$ cat config.mk
export PLATFORM = sky130hd
export DESIGN_NAME = nonce_dispatcher
export DESIGN_NICKNAME = d
export VERILOG_FILES = /design/src/rtl/nonce_dispatcher.sv
export SDC_FILE = /design/constraint.sdc
export NUM_CORES = 1
export LEC_CHECK = 0
export CAP_MARGIN = 20
export CELL_PAD_IN_SITES_DETAIL_PLACEMENT = 1
export CELL_PAD_IN_SITES_GLOBAL_PLACEMENT = 1
export CORE_MARGIN = 10
export CORE_UTILIZATION = 31
export DETAILED_ROUTE_END_ITERATION = 12
export PLACE_DENSITY = 0.86
export SLEW_MARGIN = 20
export SYNTH_ARGS = -nofsm -noshare
export SYNTH_HDL_FRONTEND = slang
export SYNTH_SLANG_ARGS = --single-unit
$ cat constraint.sdc
create_clock -name clk -period 3.3 [get_ports clk]
set_input_delay 0.33 -clock clk [delete_from_list [all_inputs] [get_ports clk]]
set_output_delay 0.33 -clock clk [all_outputs]
set_load 0.05 [all_outputs]
$ cat src/rtl/nonce_dispatcher.sv
`default_nettype none
// ============================================================================
//  Module   : nonce_dispatcher
//  Purpose  : Round-robin chunked nonce-space scheduler for NUM_MINERS cores;
//             latches the first winning nonce. DISPATCH_STATS_EN builds the
//             per-job grant counter (chunks_issued), otherwise tied to zero.
//  Revision : 1.0
// ============================================================================
module nonce_dispatcher #(
    parameter int NUM_MINERS = 4,
    parameter int CHUNK_BITS = 8
) (
    input  logic                     clk,
    input  logic                     reset,
    input  logic                     start,
    input  logic                     abort,
    input  logic [NUM_MINERS-1:0]    req,
    input  logic [NUM_MINERS-1:0]    found,
    input  logic [32*NUM_MINERS-1:0] found_nonce,
    output logic [NUM_MINERS-1:0]    grant,
    output logic [31:0]              grant_base,
    output logic                     busy,
    output logic                     done,
    output logic                     success,
    output logic [31:0]              nonce_out,
    output logic [31:0]              chunks_issued
);

    localparam int               PTR_W      = (NUM_MINERS > 1) ? $clog2(NUM_MINERS) : 1;
    localparam logic [31:0]      CHUNK_SIZE = 32'd1 << CHUNK_BITS;
    localparam logic [31:0]      LAST_BASE  = 32'd0 - CHUNK_SIZE;
    localparam logic [PTR_W-1:0] LAST_PTR   = PTR_W'(NUM_MINERS - 1);

    typedef enum logic [1:0] {
        ST_IDLE     = 2'd0,
        ST_DISPATCH = 2'd1,
        ST_DRAIN    = 2'd2,
        ST_DONE     = 2'd3
    } state_t;

    state_t                  state_q, state_d;
    logic                    start_prev_q, start_prev_d;
    logic [31:0]             next_base_q, next_base_d;
    logic [NUM_MINERS-1:0]   active_q, active_d;
    logic [PTR_W-1:0]        rr_ptr_q, rr_ptr_d;
    logic [NUM_MINERS-1:0]   grant_q, grant_d;
    logic [31:0]             grant_base_q, grant_base_d;
    logic                    busy_q, busy_d;
    logic                    done_q, done_d;
    logic                    success_q, success_d;
    logic [31:0]             nonce_out_q, nonce_out_d;
`ifdef DISPATCH_STATS_EN
    logic [31:0]             chunks_q, chunks_d;
`endif

    logic [NUM_MINERS-1:0]   eff_req;
    logic                    rr_hit;
    logic [PTR_W-1:0]        rr_idx;
    logic                    found_any;
    logic [31:0]             found_sel;

    function automatic logic [PTR_W-1:0] wrap_add(input logic [PTR_W-1:0] base, input int offs);
        int sum;
        sum = int'(base) + offs;
        if (sum >= NUM_MINERS) begin
            sum = sum - NUM_MINERS;
        end
        return PTR_W'(sum);
    endfunction

    // A request still visible during its own grant cycle is stale and must not count.
    always_comb begin
        eff_req = req & ~grant_q;
        rr_hit  = 1'b0;
        rr_idx  = '0;
        for (int k = 0; k < NUM_MINERS; k++) begin
            if (!rr_hit && eff_req[wrap_add(rr_ptr_q, k)]) begin
                rr_hit = 1'b1;
                rr_idx = wrap_add(rr_ptr_q, k);
            end
        end
    end

    always_comb begin
        found_any = |found;
        found_sel = '0;
        for (int k = NUM_MINERS - 1; k >= 0; k--) begin
            if (found[k]) begin
                found_sel = found_nonce[32*k +: 32];
            end
        end
    end

    always_comb begin
        state_d      = state_q;
        start_prev_d = start;
        next_base_d  = next_base_q;
        active_d     = active_q;
        rr_ptr_d     = rr_ptr_q;
        grant_d      = '0;
        grant_base_d = grant_base_q;
        success_d    = success_q;
        nonce_out_d  = nonce_out_q;
`ifdef DISPATCH_STATS_EN
        chunks_d     = chunks_q;
`endif

        if (abort) begin
            state_d = ST_IDLE;
        end else begin
            case (state_q)
                ST_IDLE: begin
                    if (start && !start_prev_q) begin
                        state_d     = ST_DISPATCH;
                        next_base_d = '0;
                        active_d    = '0;
                        success_d   = 1'b0;
                        nonce_out_d = '0;
`ifdef DISPATCH_STATS_EN
                        chunks_d    = '0;
`endif
                    end
                end
                ST_DISPATCH: begin
                    if (!start) begin
                        state_d = ST_IDLE;
                    end else if (found_any) begin
                        state_d     = ST_DONE;
                        success_d   = 1'b1;
                        nonce_out_d = found_sel;
                    end else begin
                        active_d = active_q & ~eff_req;
                        if (rr_hit) begin
                            grant_d[rr_idx]  = 1'b1;
                            active_d[rr_idx] = 1'b1;
                            grant_base_d     = next_base_q;
                            next_base_d      = next_base_q + CHUNK_SIZE;
                            rr_ptr_d         = (rr_idx == LAST_PTR) ? '0 : rr_idx + 1'b1;
`ifdef DISPATCH_STATS_EN
                            if (chunks_q != 32'hFFFF_FFFF) begin
                                chunks_d = chunks_q + 32'd1;
                            end
`endif
                            // The top chunk ends the job; the base never wraps to 0.
                            if (next_base_q == LAST_BASE) begin
                                state_d = ST_DRAIN;
                            end
                        end
                    end
                end
                ST_DRAIN: begin
                    if (!start) begin
                        state_d = ST_IDLE;
                    end else if (found_any) begin
                        state_d     = ST_DONE;
                        success_d   = 1'b1;
                        nonce_out_d = found_sel;
                    end else begin
                        active_d = active_q & ~eff_req;
                        if (active_q == '0) begin
                            state_d = ST_DONE;
                        end
                    end
                end
                ST_DONE: begin
                    if (!start) begin
                        state_d = ST_IDLE;
                    end
                end
                default: state_d = ST_IDLE;
            endcase
        end

        busy_d = (state_d == ST_DISPATCH) || (state_d == ST_DRAIN);
        done_d = (state_d == ST_DONE);
    end

    always_ff @(posedge clk or posedge reset) begin
        if (reset) begin
            state_q      <= ST_IDLE;
            start_prev_q <= 1'b0;
            next_base_q  <= '0;
            active_q     <= '0;
            rr_ptr_q     <= '0;
            grant_q      <= '0;
            grant_base_q <= '0;
            busy_q       <= 1'b0;
            done_q       <= 1'b0;
            success_q    <= 1'b0;
            nonce_out_q  <= '0;
`ifdef DISPATCH_STATS_EN
            chunks_q     <= '0;
`endif
        end else begin
            state_q      <= state_d;
            start_prev_q <= start_prev_d;
            next_base_q  <= next_base_d;
            active_q     <= active_d;
            rr_ptr_q     <= rr_ptr_d;
            grant_q      <= grant_d;
            grant_base_q <= grant_base_d;
            busy_q       <= busy_d;
            done_q       <= done_d;
            success_q    <= success_d;
            nonce_out_q  <= nonce_out_d;
`ifdef DISPATCH_STATS_EN
            chunks_q     <= chunks_d;
`endif
        end
    end

    assign grant      = grant_q;
    assign grant_base = grant_base_q;
    assign busy       = busy_q;
    assign done       = done_q;
    assign success    = success_q;
    assign nonce_out  = nonce_out_q;
`ifdef DISPATCH_STATS_EN
    assign chunks_issued = chunks_q;
`else
    assign chunks_issued = '0;
`endif

endmodule
`default_nettype wire

==> impl_metrics.toml <==
[global_route]
antenna_found_initial = 2
met3_usage_pct = 6.28
overflow = 0
gr-usage-met1_pct = 16.7
grt_use_total_pct = 15.4
grt_max_degree = 65
grt_pass1_wl_microns = 30000
grt.met2_usage_pct = 26.8
grt_pass1_vias = 5618
grt_most_used_layer = "met2"

[clock_tree]
ctsHtreeMaxLevel = 3
clk_pin_slew_worst_paths_ns = 0.07
postCtsSetupBuffers = 0
cts_root_buf = "clkbuf_16"
postCtsHoldBufs = 0
tritoncts = "yes"
cts.sinks = 96
clockBufferDepth = 2
cts.repair.resized = 0
clk_latency_ns = 0.35
cts_buffers = 9

[min_path]
hold_class = "input pin to asynchronous set/reset pin"

[pwr]
pwr-share-comb_pct = 32.2
p_seq_share_pct = 36.7
pwr-share-clk_pct = 31.1
p_int_w = 0.00240
p_leak_nw = 3.35
ir_worst_vdd_v = 0.000223
powerDensity_mw_per_mm2 = 469
power.net_switching_w = 0.00134
p_sw_share_pct = 35.8

[placement]
place_congestion = 0.773
dp_hpwl_microns = 15200
place.port_buffers = 202

[layout]
fillers = 1991
nets = 937
drive_gt1_share_pct = 7.84
fin_util_pct = 45.6
final_common_cell = "clkdlybuf4s50_1"
layout_common_cells = "clkdlybuf4s50_1, dfrtp_1, nand2_1"
area_delta_synth_final_pct = 43.2
diodes = 0

[routing]
drc = 0
vias_per_cell = 5.13
firstDrtPassIters = 4
wire_per_inst_microns = 19.0
drt_iter0_markers = 153
routed_wl_microns = 19300
vias = 5213
ant_nets = 0

[synth]
yosysWarnings = 0
postSynthCellCount = 602
ys_seq_elements = 96
synth-edff-count = 0
avgSynthCellArea_sq_um = 9.25
ys.flop_type = "dfrtp_1"
async_reset_ff_share_pct = 100
synth_cell_types = 53
ys_seq_area_share_pct = 43.2
syn_area_sq_mm = 0.00557

[timing]
hold_violations = 0
maxSlewViolCount = 0
min_period_ns = 2.71
fmax_ghz = 0.369
max-slew-margin-rel_pct = 47.2
setup_tns_ns = 0
fin_crit_sh_pct = 82.1
fin_worst_skew_ns = 0.00787
rsz0062_at_grt = "false"
worst_pin_slew_ns = 0.781
setup_violations = 0

[setup_path]
required_ns = 3.58
crit_path_end_kind = "flop"
path_class = "flop to flop"
r2r_slack_ns = 0.59
startpoint_type = "flop"
cp.arrival_ns = 2.99
regToRegStartpoint = "state_q[1]"
critPathMaxFanout = 20
ff2ff_path_depth = 7
worstReg2RegEnd = "next_base_q[25]"

[floorplanning]
floorplan.initialDensity_pct = 31.9
io_pins = 243
rows = 48
design.core.area_sq_mm = 0.0175
die_h_microns = 154
die_x_microns = 154
die-area_sq_mm = 0.0237

[outcome]
status = "completed"

[flow_run]
cap_violations = 0
Yosys cell counts, drive strengths merged, types with 2 or more instances:
| library cell | n | area (sq um) |
|---|---|---|
| xnor2 | 2 | 17.5 |
| o21ai | 57 | 285 |
| mux2 | 21 | 297 |
| nand3 | 6 | 30.0 |
| nor2b | 38 | 238 |
| a221oi | 34 | 298 |
| or3 | 8 | 55.1 |
| a22o | 4 | 35.0 |
| o31ai | 7 | 52.6 |
| dfrtp | 96 | 2400 |
| nand4 | 9 | 56.3 |
| a21oi | 54 | 270 |
| inv | 15 | 56.3 |
| or4 | 11 | 86.3 |
| or2 | 2 | 12.5 |
| and4 | 3 | 26.3 |
| and3 | 4 | 25.0 |
| o211ai | 2 | 15.0 |
| o41a | 2 | 22.5 |
| nand2b | 2 | 12.5 |
| ha | 11 | 138 |
| nor3 | 35 | 175 |
| nor4 | 4 | 31.3 |
| buf | 44 | 345 |
| a31o | 2 | 17.5 |
| o41ai | 2 | 17.5 |
| clkbuf | 36 | 136 |
| nor2 | 15 | 56.3 |
| nand2 | 60 | 225 |
sequential cells by signal, indices dropped and copies added, names as in the netlist:
register      count
start_prev_q      1
busy              1
next_base_q      24
nonce_out        32
rr_ptr_q          2
grant_base       24
success           1
state_q           2
grant             4
active_q          4
done              1
through the flow:
step	setup slack [ns]	hold slack (ns)	instances	power, W	area (sq um)
final	0.591	0.449	1016	0.00374	7970
after global routing	0.276	0.508	1016	0.00393	7970
after CTS	0.622	0.471	1016	0.00379	7970
after detailed placement	0.401	0.471	1000	0.00261	7640
after global placement	0.438	0.460	1000	0.00258	7640
after floorplan	0.465	0.361	641	0.00213	5710
worst max-delay path by stage:
stage,from,endpoint,cells past startpoint
final,state_q[1],next_base_q[25],7
after global routing,state_q[1],next_base_q[27],7
after CTS,state_q[1],next_base_q[25],7
after detailed placement,req[1],grant_base[22],6
after global placement,req[2],next_base_q[23],6
after floorplan,reset,active_q[0],1
critical path, stage by stage (launching register included):
cell	delay, ns
dfrtp_1	0.45
inv_1	0.11
ha_1	0.37
nor2_1	0.13
a2111oi_0	0.54
a2bb2oi_2	0.33
or4_1	0.54
a21oi_1	0.16
routing by layer:
metal  vias to the layer above  share of wire, %
li1                       2482                 -
met2                       169                50
met4                         4               1.6
met3                        21               8.5
met1                      2537                39
met5                         -              0.13
power by group through the flow:
stage / Combinational, W / Clock, W / Sequential [W]
6_report: 0.00120 / 0.00116 / 0.00137
5_1_grt: 0.00128 / 0.00126 / 0.00139
4_1_cts: 0.00122 / 0.00120 / 0.00137
3_5_place_dp: 0.00121 / 0 / 0.00140
3_3_place_gp: 0.00119 / 0 / 0.00139
2_1_floorplan: 0.000437 / 0 / 0.00170
cell type report:
cell class | count | area (sq um) | share of cell area, %
clock inverters | 7 | 100 | 1.26
clock buffers | 9 | 225 | 2.83
multi-input cells | 450 | 2790 | 35.0
repair buffers | 214 | 2110 | 26.5
inverters | 15 | 58.8 | 0.738
well taps | 225 | 282 | 3.53
flip-flops and latches | 96 | 2400 | 30.1
kinds of logic (layout without fill, tap and decap cells):
family,Yosys count,count (layout),synth area share [%]
flops,96,96,43.2
simple gates,200,200,18.9
mux,22,22,5.51
compound gates,174,174,19.7
buf+inv,95,245,9.66
other cells,1,40,0.0674
xor+xnor,3,3,0.472
fa+ha+maj,11,11,2.47
Power figures use the tool's default switching activity.
